**src/rtl/eth_tx_pkg.sv**
```systemverilog
// Shared constants for the Ethernet transmit MMIO window: register offsets,
// STAT bit positions and the position of the end-of-frame flag in DATA writes.
package eth_tx_pkg;

  localparam logic [31:0] DATA_OFS = 32'd0;
  localparam logic [31:0] STAT_OFS = 32'd4;

  localparam int STAT_EMPTY     = 0;
  localparam int STAT_FULL      = 1;
  localparam int STAT_VALID     = 2;
  localparam int STAT_OVF       = 3;
  localparam int STAT_COUNT_LSB = 8;

  localparam int LAST_BIT = 8;

  // Assembles the STAT read word from its individual fields.
  function automatic logic [31:0] packStatus(input logic [7:0] count,
                                             input logic ovf,
                                             input logic valid,
                                             input logic full,
                                             input logic empty);
    logic [31:0] word;
    word = '0;
    word[STAT_COUNT_LSB +: 8] = count;
    word[STAT_OVF]            = ovf;
    word[STAT_VALID]          = valid;
    word[STAT_FULL]           = full;
    word[STAT_EMPTY]          = empty;
    return word;
  endfunction

endpackage

```
**src/rtl/sync_fifo.sv**
```systemverilog
// Single-clock FIFO with show-ahead head output, occupancy count and a
// synchronous flush that takes priority over any push or pop in the same cycle.
module sync_fifo #(
  parameter int DEPTH = 16,
  parameter int AW    = 4,
  parameter int WIDTH = 9
) (
  input  logic             clk,
  input  logic             rst_n,
  input  logic             push_i,
  input  logic             pop_i,
  input  logic             flush_i,
  input  logic [WIDTH-1:0] din_i,
  output logic [WIDTH-1:0] dout_o,
  output logic [AW:0]      count_o,
  output logic             full_o,
  output logic             empty_o
);

  localparam logic [AW-1:0] PTR_ONE  = {{(AW-1){1'b0}}, 1'b1};
  localparam logic [AW:0]   CNT_ONE  = {{AW{1'b0}}, 1'b1};
  localparam logic [AW:0]   CNT_FULL = (AW+1)'(DEPTH);

  logic [WIDTH-1:0] mem_q [DEPTH];
  logic [AW-1:0]    wr_q, wr_d;
  logic [AW-1:0]    rd_q, rd_d;
  logic [AW:0]      count_q, count_d;
  logic             doPush, doPop;

  assign full_o  = (count_q == CNT_FULL);
  assign empty_o = (count_q == '0);
  assign count_o = count_q;
  assign dout_o  = mem_q[rd_q];

  assign doPush = push_i & ~full_o & ~flush_i;
  assign doPop  = pop_i & ~empty_o & ~flush_i;

  // Next pointers and count; flush wins, otherwise push and pop act independently.
  always_comb begin
    wr_d    = wr_q;
    rd_d    = rd_q;
    count_d = count_q;
    if (flush_i) begin
      wr_d    = '0;
      rd_d    = '0;
      count_d = '0;
    end else begin
      if (doPush) wr_d = wr_q + PTR_ONE;
      if (doPop)  rd_d = rd_q + PTR_ONE;
      if (doPush && !doPop)      count_d = count_q + CNT_ONE;
      else if (doPop && !doPush) count_d = count_q - CNT_ONE;
    end
  end

  // Pointer and count registers.
  always_ff @(posedge clk or negedge rst_n) begin
    if (!rst_n) begin
      wr_q    <= '0;
      rd_q    <= '0;
      count_q <= '0;
    end else begin
      wr_q    <= wr_d;
      rd_q    <= rd_d;
      count_q <= count_d;
    end
  end

  // Storage array; contents are only meaningful between rd and wr pointers, so no reset.
  always_ff @(posedge clk) begin
    if (doPush) mem_q[wr_q] <= din_i;
  end

endmodule

```
**src/rtl/eth_tx_mmio.sv**
```systemverilog
// CPU-facing transmit window: DATA writes queue bytes, STAT reports/flushes,
// and bytes are released to the transmitter store-and-forward (whole frame or full FIFO).
module eth_tx_mmio
  import eth_tx_pkg::*;
#(
  parameter logic [31:0] BASE_ADDR = 32'h1081_0000,
  parameter int          DEPTH     = 16,
  parameter int          AW        = 4
) (
  input  logic        clk,
  input  logic        rst_n,
  input  logic [31:0] addr,
  input  logic        cs,
  input  logic        sig_w,
  input  logic        sig_r,
  input  logic [31:0] wdata,
  output logic [31:0] rdata,
  output logic [7:0]  tx_data,
  output logic        tx_last,
  output logic        tx_valid,
  input  logic        tx_ready
);

  localparam logic [AW:0] FP_ONE = {{AW{1'b0}}, 1'b1};

  logic        hitData, hitStat;
  logic        dataWr, statRd, flush;
  logic        pushOk, popFire;
  logic [8:0]  head;
  logic [AW:0] count;
  logic        full, empty;
  logic [AW:0] framesPending_q, framesPending_d;
  logic        ovf_q, ovf_d;
  logic        unusedWdata;

  assign hitData = cs & (addr == BASE_ADDR + DATA_OFS);
  assign hitStat = cs & (addr == BASE_ADDR + STAT_OFS);
  assign dataWr  = hitData & sig_w;
  assign statRd  = hitStat & sig_r;
  assign flush   = hitStat & sig_w & wdata[0];
  assign pushOk  = dataWr & ~full;
  assign popFire = tx_valid & tx_ready;

  assign unusedWdata = ^wdata[31:LAST_BIT+1];

  sync_fifo #(
    .DEPTH (DEPTH),
    .AW    (AW),
    .WIDTH (9)
  ) u_fifo (
    .clk     (clk),
    .rst_n   (rst_n),
    .push_i  (dataWr),
    .pop_i   (popFire),
    .flush_i (flush),
    .din_i   (wdata[LAST_BIT:0]),
    .dout_o  (head),
    .count_o (count),
    .full_o  (full),
    .empty_o (empty)
  );

  // Release gate plus head presentation; the head is forced to zero when nothing is stored.
  always_comb begin
    tx_valid = ~empty & ((framesPending_q != '0) | full);
    tx_data  = empty ? 8'h00 : head[7:0];
    tx_last  = empty ? 1'b0 : head[LAST_BIT];
  end

  // Complete-frame tally and sticky overflow flag (cleared by a STAT read unless re-set).
  always_comb begin
    framesPending_d = framesPending_q;
    ovf_d           = ovf_q;
    if (flush) begin
      framesPending_d = '0;
    end else begin
      if ((pushOk && wdata[LAST_BIT]) && !(popFire && head[LAST_BIT]))
        framesPending_d = framesPending_q + FP_ONE;
      else if (!(pushOk && wdata[LAST_BIT]) && (popFire && head[LAST_BIT]))
        framesPending_d = framesPending_q - FP_ONE;
    end
    if (dataWr && full) ovf_d = 1'b1;
    else if (statRd)    ovf_d = 1'b0;
  end

  // Frame tally and overflow registers.
  always_ff @(posedge clk or negedge rst_n) begin
    if (!rst_n) begin
      framesPending_q <= '0;
      ovf_q           <= 1'b0;
    end else begin
      framesPending_q <= framesPending_d;
      ovf_q           <= ovf_d;
    end
  end

  // Read mux: only a STAT read returns data, everything else reads as zero.
  always_comb begin
    rdata = '0;
    if (statRd) rdata = packStatus(8'(count), ovf_q, tx_valid, full, empty);
  end

endmodule

```
**config.mk**
```make
export PLATFORM = sky130hd
export DESIGN_NAME = eth_tx_mmio
export DESIGN_NICKNAME = d
export VERILOG_FILES = /design/src/rtl/eth_tx_pkg.sv /design/src/rtl/sync_fifo.sv /design/src/rtl/eth_tx_mmio.sv
export SDC_FILE = /design/constraint.sdc
export NUM_CORES = 1
export LEC_CHECK = 0
export BUFFER_PORTS_ARGS = -buffer_cell sky130_fd_sc_hd__buf_2
export CORE_UTILIZATION = 30
export CTS_CLUSTER_SIZE = 14
export DETAILED_ROUTE_END_ITERATION = 16
export GPL_ROUTABILITY_DRIVEN = 0
export GPL_TIMING_DRIVEN = 0
export PLACE_DENSITY = 0.46
export SYNTH_ARGS = -nofsm -noshare
export SYNTH_HDL_FRONTEND = slang
export SYNTH_SLANG_ARGS = --single-unit
```
**constraint.sdc**
```tcl
create_clock -name clk -period 4.2 [get_ports clk]
set_input_delay 0.84 -clock clk [delete_from_list [all_inputs] [get_ports clk]]
set_output_delay 0.84 -clock clk [all_outputs]
set_load 0.03 [all_outputs]
```
==> flow_summary.yaml, run 1 <==
setup_path:
  critical_path.top_delay_family: "buffers and inverters"
  critical_path.n_buffers_inverters: 4
  crit-reg2reg-launch: "framesPending_q[1]$_DFFE_PN0P_"
  setup.worst_path.class: "flop to output port"
  critical-path-slowest-cell: "sky130_fd_sc_hd__a211oi_1"
  crit_arrival_ns: 3.12
  rr_endpoint: "framesPending_q[4]$_DFFE_PN0P_"
  worstPathCellList: "buf_6 > buf_2 > nand2_1 > clkbuf_1 > o221ai_1 > o22ai_1 > a211oi_1 > buf_2"
  critPathLaunchType: "flop"
  critical_path.max_stage_delay_ns: 0.40
  critPathMostFrequentCell: "sky130_fd_sc_hd__buf_2"
  critical_path.max_fanout: 10
  timing.reg2reg.setup_slack_ns: 0.85
  cp.required_ns: 3.36
  depth_of_the_worst_register_to_register_path: 11
  end_kind: "output port"
yosys:
  yosys_warnings: 0
  synth.lib_cells_used.distinct: 51
  main_combinational_cell_family_by_area_after_synthesis: "multiplexers"
  number_of_enable_flip_flop_cells_after_synthesis: 144
  synth_simple_gate_area_share: 0.0833
  share_of_synthesized_cell_area_in_full_adder_half_adder_and_majority_cells: 0.0261
  synthMostInstantiatedCell: "sky130_fd_sc_hd__edfxtp_1"
  postSynthAreaPerCell_um2: 15.6
  netlist_top_cells_area: "sky130_fd_sc_hd__edfxtp_1 (59%), sky130_fd_sc_hd__dfrtp_1 (6.5%), sky130_fd_sc_hd__mux2i_1 (6.5%), sky130_fd_sc_hd__mux4_2 (4.9%), sky130_fd_sc_hd__buf_4 (2.5%)"
  synth.largest_area_cell: "sky130_fd_sc_hd__edfxtp_1"
  synth_sequential_area_ratio: 0.659
  synth_ff_type: "sky130_fd_sc_hd__edfxtp_1"
  fraction_of_synthesis_flops_using_an_asynchronous_set_or_reset_pin: 0.117
  synth_top_cell_area_share: 0.593
  synth.cell_area_mm2: 0.00729
  synth-seq-cells: 163
  netlist_top_cells_count: "sky130_fd_sc_hd__edfxtp_1 (144), sky130_fd_sc_hd__mux2i_1 (47), sky130_fd_sc_hd__nand2_1 (31), sky130_fd_sc_hd__buf_4 (24), sky130_fd_sc_hd__and2_1 (21)"
  netlist_instances: 468
  synth_xor_xnor_area_share: 0.0130
  synth_area_in_compound_gates: 0.0620
  synth_mux_area_frac: 0.117
floorplanning:
  floorplan.initialDensity: 0.309
  core_area_mm2: 0.0236
  boundaryPins: 112
  dieArea_mm2: 0.0249
  die-width_um: 158
  num_rows: 56
  fp.dieH_um: 158
clock_tree:
  clk-insertion-delay-late_ns: 0.44
  numClockSinks: 163
  clkTransAtPathRegs_ns: 0.06
  htree_levels: 4
  tritoncts: "done"
  cts_setup_buffers: 0
  cts.repair.resized: 0
  cts_root_buf: "sky130_fd_sc_hd__clkbuf_16"
  cts_max_path_buffers: 2
  cts_buffers: 17
  holdBufCountCts: 0
timing:
  finalCritPeriodShare: 0.943
  fmax_mhz: 253
  worst_slew_pin_slew_ns: 0.669
  setup_tns_final_ns: 0
  setup_viol: 0
  timing.clock.skew_ns: 0.0127
  maxSlewHeadroom: 0.554
  grt_setup_unrepaired: "false"
  finalWorstPathRequiredPeriod_ns: 3.96
  final_max_slew_viol_count: 0
  hold_violations: 0
pwr:
  max-vdd-ir-drop_mv: 0.331
  combinationalPowerShare: 0.350
  pwr_density_cell_mw_per_mm2: 627
  cell_internal_pwr_w: 0.00354
  sw_frac_of_total: 0.354
  total_switching_power_w: 0.00194
  seqPwrFrac: 0.353
  clkPwrFrac: 0.297
  leakagePower_nw: 3.26
placed_design:
  portbufs: 65
  detailed_place.area_mm2: 0.00809
  detailedPlacementHpwl_um: 11400
detailed_routing:
  route.antenna.remaining_nets: 0
  routedWlPerCell_um: 18.1
  drt_pass1_iterations: 7
  drt_first_iter_violations: 270
  wirelength_um: 16400
  remaining_drc_errors: 0
  route.vias.total: 4184
  detail_route.vias_per_cell: 4.61
global_routing:
  global_route.usage.total: 0.140
  grt_start_max_net_pins: 20
  grt_antenna_before_repair: 0
  grt_pass1_wl_um: 24700
  first_global_vias: 4061
  globalRoute.totalOverflow: 0
run_status:
  run_status: "completed"
cells_and_area:
  cell_area_after_layout_mm2: 0.00873
  design.final.nets: 658
  share_of_post_route_cells_with_drive_strength_above_1: 0.273
  filler_cell_count: 2243
  layout-area-overhead-vs-synth_pct: 19.8
job:
  maxCapViolations: 0
worst_hold_path:
  hold_wc_path_type: "input port to asynchronous set/reset pin"
cells in the final DEF (no fill, tap or decap), types with 5 or more instances in the layout:
cell                        count
sky130_fd_sc_hd__a211oi_1       9
sky130_fd_sc_hd__a21o_1         5
sky130_fd_sc_hd__a21oi_1        6
sky130_fd_sc_hd__and2_1        21
sky130_fd_sc_hd__buf_2         72
sky130_fd_sc_hd__buf_4         24
sky130_fd_sc_hd__clkbuf_1       8
sky130_fd_sc_hd__clkbuf_16     17
sky130_fd_sc_hd__conb_1        23
sky130_fd_sc_hd__dfrtp_1       19
sky130_fd_sc_hd__edfxtp_1     144
sky130_fd_sc_hd__ha_1          12
sky130_fd_sc_hd__inv_6          5
sky130_fd_sc_hd__mux2i_1       47
sky130_fd_sc_hd__mux4_2        16
sky130_fd_sc_hd__nand2_1       31
sky130_fd_sc_hd__nand3_1        9
sky130_fd_sc_hd__nor2_1        15
sky130_fd_sc_hd__nor4_1         5
sky130_fd_sc_hd__o221ai_1      14
sky130_fd_sc_hd__o22ai_1        9
sky130_fd_sc_hd__xor2_1         6
through the flow:
step	instances	total power, W	setup WS [ns]	utilization	hold slack [ns]
after global routing	906	0.00576	0.0555	0.369	0.393
after global placement	874	0.00387	0.387	0.343	0.493
final	907	0.00547	0.240	0.370	0.358
after detailed placement	874	0.00389	0.323	0.343	0.502
after CTS	906	0.00552	0.147	0.369	0.357
after floorplan	490	0.00334	0.808	-	0.458
power by group through the flow:
stage / registers, W / clock network [W] / logic, W
6_report: 0.00193 / 0.00163 / 0.00192
5_1_grt: 0.00195 / 0.00172 / 0.00209
4_1_cts: 0.00193 / 0.00166 / 0.00193
3_5_place_dp: 0.00197 / 0 / 0.00193
3_3_place_gp: 0.00196 / 0 / 0.00190
2_1_floorplan: 0.00194 / 0 / 0.00140
worst max-delay path by stage:
stage                                     from                             end  slack [ns]  depth (start not counted)
CTS                 u_fifo.rd_q[1]$_DFFE_PN0P_                      tx_data[7]        0.15                          8
floorplan                             addr[25]  framesPending_q[4]$_DFFE_PN0P_        0.81                         11
detailed placement                    addr[30]   u_fifo.count_o[4]$_DFFE_PN0P_        0.32                         13
finish              u_fifo.rd_q[1]$_DFFE_PN0P_                      tx_data[0]        0.24                          8
global placement                      addr[25]  framesPending_q[4]$_DFFE_PN0P_        0.39                         12
global route        u_fifo.rd_q[1]$_DFFE_PN0P_                      tx_data[0]        0.06                          8
metal layers:
layer | vias to the layer above | global-route usage | share of wire
met2 | 101 | 0.222 | 0.48
met4 | 0 | 0.0536 | 0.015
met3 | 16 | 0.0246 | 0.042
met1 | 2078 | 0.189 | 0.47
li1 | 1989 | - | -
met5 | - | 0 | 0
layout make-up:
cell class                 instances  area [µm²]  area share
sequential                       163        4800       0.550
multi-input combinational        281        2300       0.263
clock buffer                      17         425      0.0487
tap                              319         399      0.0457
timing repair buffer              65         325      0.0373
buffer                            42         272      0.0311
clock inverter                    15         193      0.0221
inverter                           4        15.0     0.00172
antenna                            1        2.50    0.000287
registers in the layout, summed over array words and instances, names as in the netlist:
| register | cells |
|---|---|
| framesPending_q | 5 |
| ovf_q | 1 |
| u_fifo.count_o | 5 |
| u_fifo.mem_q | 144 |
| u_fifo.rd_q | 4 |
| u_fifo.wr_q | 4 |
cell families after synthesis:
| logic type | Yosys count |
|---|---|
| and+or+nand+nor | 111 |
| DFF | 163 |
| xor gates and xnor gates | 10 |
| AOI/OAI and AO/OA | 58 |
| muxes | 65 |
| adders and majority gates | 14 |
| buffers and inverters | 46 |
| other | 1 |
Note: power is estimated with default switching activity, not from simulation.
==> inputs of run 2 (changes only) <==
- PLACE_DENSITY: 0.46 -> 0.45
- SYNTH_HIERARCHICAL: not set -> 1
- TNS_END_PERCENT: not set -> 5
==> flow_summary.yaml, run 2 <==
run_status:
  run_status: "completed"
pwr:
  max-vdd-ir-drop_mv: 0.246
  leakagePower_nw: 3.15
  pwr_density_cell_mw_per_mm2: 388
yosys:
  synth_mux_area_frac: 0.152
  synth_ff_type: "sky130_fd_sc_hd__edfxtp_1"
  synth-seq-cells: 163
  synth.lib_cells_used.distinct: 58
  synth.cell_area_mm2: 0.00747
  number_of_enable_flip_flop_cells_after_synthesis: 144
  synth_xor_xnor_area_share: 0.0117
  netlist_top_cells_area: "sky130_fd_sc_hd__edfxtp_1 (58%), sky130_fd_sc_hd__mux4_2 (11%), sky130_fd_sc_hd__dfrtp_1 (6.4%), sky130_fd_sc_hd__mux4_1 (2.8%), sky130_fd_sc_hd__buf_4 (2.4%)"
  synth_sequential_area_ratio: 0.643
  synth_top_cell_area_share: 0.579
  synth_simple_gate_area_share: 0.0828
  netlist_instances: 439
  synthMostInstantiatedCell: "sky130_fd_sc_hd__edfxtp_1"
  postSynthAreaPerCell_um2: 17.0
  netlist_top_cells_count: "sky130_fd_sc_hd__edfxtp_1 (144), sky130_fd_sc_hd__nor2_1 (39), sky130_fd_sc_hd__mux4_2 (37), sky130_fd_sc_hd__buf_4 (24), sky130_fd_sc_hd__dfrtp_1 (19)"
  main_combinational_cell_family_by_area_after_synthesis: "multiplexers"
  yosys_warnings: 6
  share_of_synthesized_cell_area_in_full_adder_half_adder_and_majority_cells: 0.0271
  synth_area_in_compound_gates: 0.0405
  synth.largest_area_cell: "sky130_fd_sc_hd__edfxtp_1"
  fraction_of_synthesis_flops_using_an_asynchronous_set_or_reset_pin: 0.117
floorplanning:
  num_rows: 57
  fp.dieH_um: 160
  die-width_um: 160
  core_area_mm2: 0.0244
  boundaryPins: 112
  floorplan.initialDensity: 0.306
  dieArea_mm2: 0.0255
detailed_routing:
  route.antenna.remaining_nets: 0
  drt_pass1_iterations: 5
  detail_route.vias_per_cell: 4.69
  route.vias.total: 4139
  drt_first_iter_violations: 213
  remaining_drc_errors: 0
  routedWlPerCell_um: 18.5
  wirelength_um: 16300
clock_tree:
  cts_buffers: 17
  cts_max_path_buffers: 2
  clk-insertion-delay-late_ns: 0.43
  htree_levels: 4
  clkTransAtPathRegs_ns: 0.07
  tritoncts: "done"
  cts_root_buf: "sky130_fd_sc_hd__clkbuf_16"
  numClockSinks: 163
setup_path:
  setup.worst_path.class: "flop to flop"
  cp.required_ns: 4.54
  critical-path-slowest-cell: "sky130_fd_sc_hd__mux4_2"
  critical_path.max_fanout: 10
  crit-reg2reg-launch: "u_fifo/rd_q[1]$_DFFE_PN0P_"
  timing.reg2reg.setup_slack_ns: 0.28
  critPathLaunchType: "flop"
  worstPathCellList: "buf_2 > clkbuf_4 > mux4_2 > mux4_2 > nand3b_1 > a31oi_2 > nor4_4 > inv_1 > fa_1 > a21o_1 > a21oi_2 > nand2_1 > a21o_1 > a221oi_2"
  critical_path.max_stage_delay_ns: 0.50
  end_kind: "flop"
  depth_of_the_worst_register_to_register_path: 14
  rr_endpoint: "framesPending_q[4]$_DFFE_PN0P_"
  crit_arrival_ns: 4.26
cells_and_area:
  filler_cell_count: 2357
  finish.utilization: 0.367
  top_register: "u_fifo/mem_q"
  antenna-diode-count: 0
  largest_register_ff_count: 144
  design.final.nets: 630
  final_cell_mix: "sky130_fd_sc_hd__edfxtp_1 (144), sky130_fd_sc_hd__buf_2 (69), sky130_fd_sc_hd__nor2_1 (37), sky130_fd_sc_hd__mux4_2 (37), sky130_fd_sc_hd__buf_4 (26)"
  cell_area_after_layout_mm2: 0.00895
  regArea_mm2: 0.00480
  layout-area-overhead-vs-synth_pct: 19.8
  multiInputGateArea_mm2: 0.00246
  layout.cells.most_common: "sky130_fd_sc_hd__edfxtp_1"
  share_of_post_route_cells_with_drive_strength_above_1: 0.346
global_routing:
  grt_start_max_net_pins: 20
  global_route.usage.total: 0.134
  first_global_vias: 4123
  globalRoute.totalOverflow: 0
  grt_antenna_before_repair: 1
  grt_pass1_wl_um: 25000
timing:
  setup_viol: 0
  grt_setup_unrepaired: "true"
  worst_slew_pin_slew_ns: 1.25
  finalCritPeriodShare: 0.932
  timing.clock.skew_ns: 0.0143
  setup_tns_final_ns: 0
  maxSlewHeadroom: 0.161
  hold_violations: 0
  fmax_mhz: 255
  final_max_slew_viol_count: 0
  finalWorstPathRequiredPeriod_ns: 3.92
placed_design:
  detailed_place.area_mm2: 0.00828
  detailedPlacementHpwl_um: 11000
  portbufs: 65
job:
  maxCapViolations: 0
worst_hold_path:
  hold_wc_path_type: "input port to asynchronous set/reset pin"
==> run 2: changes by cell type after synthesis, moves of 10 or more <==
cell	change
sky130_fd_sc_hd__mux2i_1	-41
sky130_fd_sc_hd__nand2_1	-16
sky130_fd_sc_hd__o221ai_1	-13
sky130_fd_sc_hd__mux4_2	+21
sky130_fd_sc_hd__nor2_1	+24
sky130_fd_sc_hd__and2_1	-10
==> run 2: stage by stage <==
| step | std cells | worst slack [ns] | power, W | hold WS, ns |
|---|---|---|---|---|
| floorplan | 461 | 0.248 | 0.00185 | 0.470 |
| global placement | 850 | -0.512 | 0.00189 | 0.493 |
| detailed placement | 850 | -0.625 | 0.00190 | 0.511 |
| CTS | 882 | 0.0377 | 0.00351 | 0.373 |
| global route | 882 | -0.0211 | 0.00358 | 0.402 |
| finish | 882 | 0.284 | 0.00347 | 0.371 |
==> run 2: how the worst max path moves through the flow <==
stage,from,cells past startpoint,end
CTS,addr[10],14,u_fifo/count_o[4]$_DFFE_PN0P_
global placement,addr[10],14,u_fifo/count_o[4]$_DFFE_PN0P_
floorplan,u_fifo/count_o[1]$_DFFE_PN0P_,14,u_fifo/count_o[4]$_DFFE_PN0P_
finish,u_fifo/rd_q[1]$_DFFE_PN0P_,14,framesPending_q[4]$_DFFE_PN0P_
detailed placement,addr[10],14,u_fifo/count_o[4]$_DFFE_PN0P_
global route,addr[25],14,u_fifo/count_o[4]$_DFFE_PN0P_
==> run 2: logic make-up (layout without fill, tap and decap cells) <==
logic type | after synthesis | in the layout
XOR/XNOR | 10 | 10
multiplexers | 54 | 54
flip-flops | 163 | 163
AO/OA/AOI/OAI | 40 | 40
AND/OR/NAND/NOR | 108 | 108
other | 1 | 23
buffers and inverters | 48 | 145
adder cells (fa/ha/maj) | 15 | 15
==> run 2: layer usage <==
layer  GRT usage  wire length (µm)  share of wire
met5           0                 0              0
met4      0.0455               148         0.0091
met3      0.0249               680          0.042
met2       0.215              7880           0.48
met1       0.182              7630           0.47
==> run 2: layout make-up <==
| cell class | count | share of cell area |
|---|---|---|
| Sequential cell | 163 | 0.536 |
| Multi-Input combinational cell | 250 | 0.275 |
| Clock buffer | 17 | 0.0475 |
| Tap cell | 324 | 0.0453 |
| Timing Repair Buffer | 66 | 0.0372 |
| Buffer | 40 | 0.0330 |
| Clock inverter | 15 | 0.0229 |
| Inverter | 7 | 0.00294 |
==> run 2: critical path: cells and delay by family (launching register included) <==
| kind | cells | cell delay [ns] |
|---|---|---|
| buffers and inverters | 3 | 0.78 |
| AND/OR/NAND/NOR | 3 | 0.53 |
| AO/OA/AOI/OAI | 5 | 0.84 |
| multiplexers | 2 | 0.86 |
| flip-flops | 1 | 0.40 |
| adder cells (fa/ha/maj) | 1 | 0.43 |
==> run 2: where the power goes <==
group             switching [W]  leakage (nW)  internal (W)
Sequential     0.00000000000327          1.55       0.00176
Combinational         0.0000674          1.29     0.0000333
Clock                  0.000738         0.308      0.000870
Total                  0.000806          3.15       0.00266
==> run 2: timing repair <==
action,4_1_cts,5_1_grt
gates resized for setup,5,7
setup buffers,0,1
endpoints found under the setup margin,12,21
endpoints found under the hold margin,0,0
hold buffers,0,0
pin swaps,0,1
==> inputs of run 3 (changes only) <==
- CAP_MARGIN: not set -> 20
- CORE_UTILIZATION: 30 -> 57
- CTS_CLUSTER_SIZE: 14 -> 8
- PLACE_DENSITY: 0.45 -> 0.78
==> flow_summary.yaml, run 3 (synthesis gave the netlist of run 2 again) <==
run_status:
  run_status: "completed"
timing:
  setup_viol: 0
  fmax_mhz: 254
  final.setup.worst_slack_ns: 0.268
  grt_setup_unrepaired: "false"
  finalWorstPathRequiredPeriod_ns: 3.93
  hold_violations: 0
  timing.clock.skew_ns: 0.00991
  worst_slew_pin_slew_ns: 0.982
  final_max_slew_viol_count: 0
  maxSlewHeadroom: 0.343
  fin_hold_ws_ns: 0.370
  finalCritPeriodShare: 0.936
floorplanning:
  boundaryPins: 112
  dieArea_mm2: 0.0136
  num_rows: 41
  core_area_mm2: 0.0127
  floorplan.initialDensity: 0.587
  fp.dieH_um: 116
  die-width_um: 116
detailed_routing:
  detail_route.vias_per_cell: 6.01
  wirelength_met1_um: 6120
  detailroute.wirelength.met3_um: 1290
  drt_pass1_iterations: 6
  met2_wl_um: 7600
  wirelength_um: 15300
  remaining_drc_errors: 0
  route.vias.total: 4373
  route.antenna.remaining_nets: 0
  topRoutingLayerUsed: "met4"
  routedWlPerCell_um: 21.0
  drt_first_iter_violations: 382
clock_tree:
  cts_max_path_buffers: 2
  clk-insertion-delay-late_ns: 0.42
  numClockSinks: 163
  cts_root_buf: "sky130_fd_sc_hd__clkbuf_16"
  cts_buffers: 17
  htree_levels: 4
  cts_setup_buffers: 0
  clkTransAtPathRegs_ns: 0.06
  tritoncts: "done"
cells_and_area:
  share_of_post_route_cells_with_drive_strength_above_1: 0.338
  top_register: "u_fifo/mem_q"
  antenna-diode-count: 0
  design.final.nets: 628
  largest_register_ff_count: 144
  layout-area-overhead-vs-synth_pct: 16.2
  cell_area_after_layout_mm2: 0.00868
  final_cell_mix: "sky130_fd_sc_hd__edfxtp_1 (144), sky130_fd_sc_hd__buf_2 (69), sky130_fd_sc_hd__nor2_1 (37), sky130_fd_sc_hd__mux4_2 (37), sky130_fd_sc_hd__buf_4 (24)"
  regArea_mm2: 0.00480
  finish.utilization: 0.682
  filler_cell_count: 845
  multiInputGateArea_mm2: 0.00246
  layout.cells.most_common: "sky130_fd_sc_hd__edfxtp_1"
setup_path:
  timing.reg2reg.setup_slack_ns: 0.30
  setup.worst_path.class: "input port to flop"
  crit-reg2reg-launch: "u_fifo/count_o[1]$_DFFE_PN0P_"
  crit_arrival_ns: 4.26
  cp.required_ns: 4.53
  critical_path.max_fanout: 7
  rr_endpoint: "u_fifo/count_o[4]$_DFFE_PN0P_"
  depth_of_the_worst_register_to_register_path: 13
  critPathLaunchType: "input port"
  end_kind: "flop"
pwr:
  max-vdd-ir-drop_mv: 0.371
  leakagePower_nw: 3.10
  pwr_density_cell_mw_per_mm2: 383
  design_power_total_w: 0.00332
global_routing:
  grt_antenna_before_repair: 0
  first_global_vias: 4156
  grt_start_max_net_pins: 20
  globalRoute.totalOverflow: 0
  grt_pass1_wl_um: 23100
  global_route.usage.total: 0.245
worst_hold_path:
  hold_wc_path_type: "input port to asynchronous set/reset pin"
placed_design:
  portbufs: 65
  detailedPlacementHpwl_um: 9970
  detailed_place.area_mm2: 0.00809
  worst_case_setup_slack_after_placement_ns: -0.542
job:
  maxCapViolations: 0
-- run 3: cell count changes in the layout (fill, tap and decap cells not counted), sizes merged --
cell	delta
buf	-2
clkinvlp	+4
clkinv	-4
inv	-2
clkbuf	+2
-- run 3: cell type report --
| cell class | count | share of cell area |
|---|---|---|
| sequential | 163 | 0.553 |
| multi-input combinational | 250 | 0.284 |
| clock buffer | 19 | 0.0499 |
| timing repair buffer | 65 | 0.0375 |
| buffer | 39 | 0.0333 |
| tap | 172 | 0.0248 |
| clock inverter | 13 | 0.0141 |
| inverter | 7 | 0.00303 |
-- run 3: how the worst max path moves through the flow --
| stage | slack, ns | startpoint | to | cells after the start |
|---|---|---|---|---|
| 6_report | 0.27 | addr[3] | u_fifo/count_o[4]$_DFFE_PN0P_ | 14 |
| 5_1_grt | 0.06 | addr[10] | u_fifo/count_o[4]$_DFFE_PN0P_ | 14 |
| 4_1_cts | 0.05 | u_fifo/rd_q[0]$_DFFE_PN0P_ | framesPending_q[4]$_DFFE_PN0P_ | 13 |
| 3_5_place_dp | -0.54 | addr[3] | u_fifo/count_o[4]$_DFFE_PN0P_ | 14 |
| 3_3_place_gp | -0.30 | addr[18] | u_fifo/count_o[4]$_DFFE_PN0P_ | 14 |
| 2_1_floorplan | 0.25 | u_fifo/count_o[1]$_DFFE_PN0P_ | u_fifo/count_o[4]$_DFFE_PN0P_ | 14 |
-- run 3: through the flow --
| stage | TNS, ns | std cells |
|---|---|---|
| after global placement | -1.64 | 698 |
| after global routing | 0 | 728 |
| final | 0 | 728 |
| after detailed placement | -17.34 | 698 |
| after floorplan | 0 | 461 |
| after CTS | 0 | 729 |
-- run 3: metal layers --
| metal | vias up | GRT usage |
|---|---|---|
| met5 | - | 0 |
| met4 | 0 | 0.0974 |
| met3 | 23 | 0.0592 |
| met2 | 242 | 0.396 |
| met1 | 2212 | 0.324 |
| li1 | 1896 | - |
-- run 3: worst max-delay path, cell delays in order --
cell and delay (ns):
sky130_fd_sc_hd__buf_2 0.10, sky130_fd_sc_hd__nor4_1 0.30, sky130_fd_sc_hd__nand4_1 0.31, sky130_fd_sc_hd__nor2_2 0.27, sky130_fd_sc_hd__nand2_1 0.12, sky130_fd_sc_hd__nor2_2 0.26, sky130_fd_sc_hd__inv_1 0.16, sky130_fd_sc_hd__a21oi_4 0.24
sky130_fd_sc_hd__nand3b_1 0.25, sky130_fd_sc_hd__ha_1 0.40, sky130_fd_sc_hd__a21oi_1 0.31, sky130_fd_sc_hd__a211oi_1 0.15, sky130_fd_sc_hd__a311o_1 0.34, sky130_fd_sc_hd__a31oi_1 0.19
-- run 3: where the power goes --
group | internal (W) | leakage (nW) | switching (W)
combinational | 0.0000333 | 1.29 | 0.0000667
clock | 0.000824 | 0.258 | 0.000636
sequential | 0.00176 | 1.55 | 0.00000000000331
-- run 3: repair_timing --
| item | 4_1_cts | 5_1_grt |
|---|---|---|
| resized for setup | 1 | 13 |
| cloned | 0 | 0 |
| endpoints found under the setup margin | 2 | 2 |
| hold buffers | 0 | 0 |
| pin swaps | 0 | 1 |
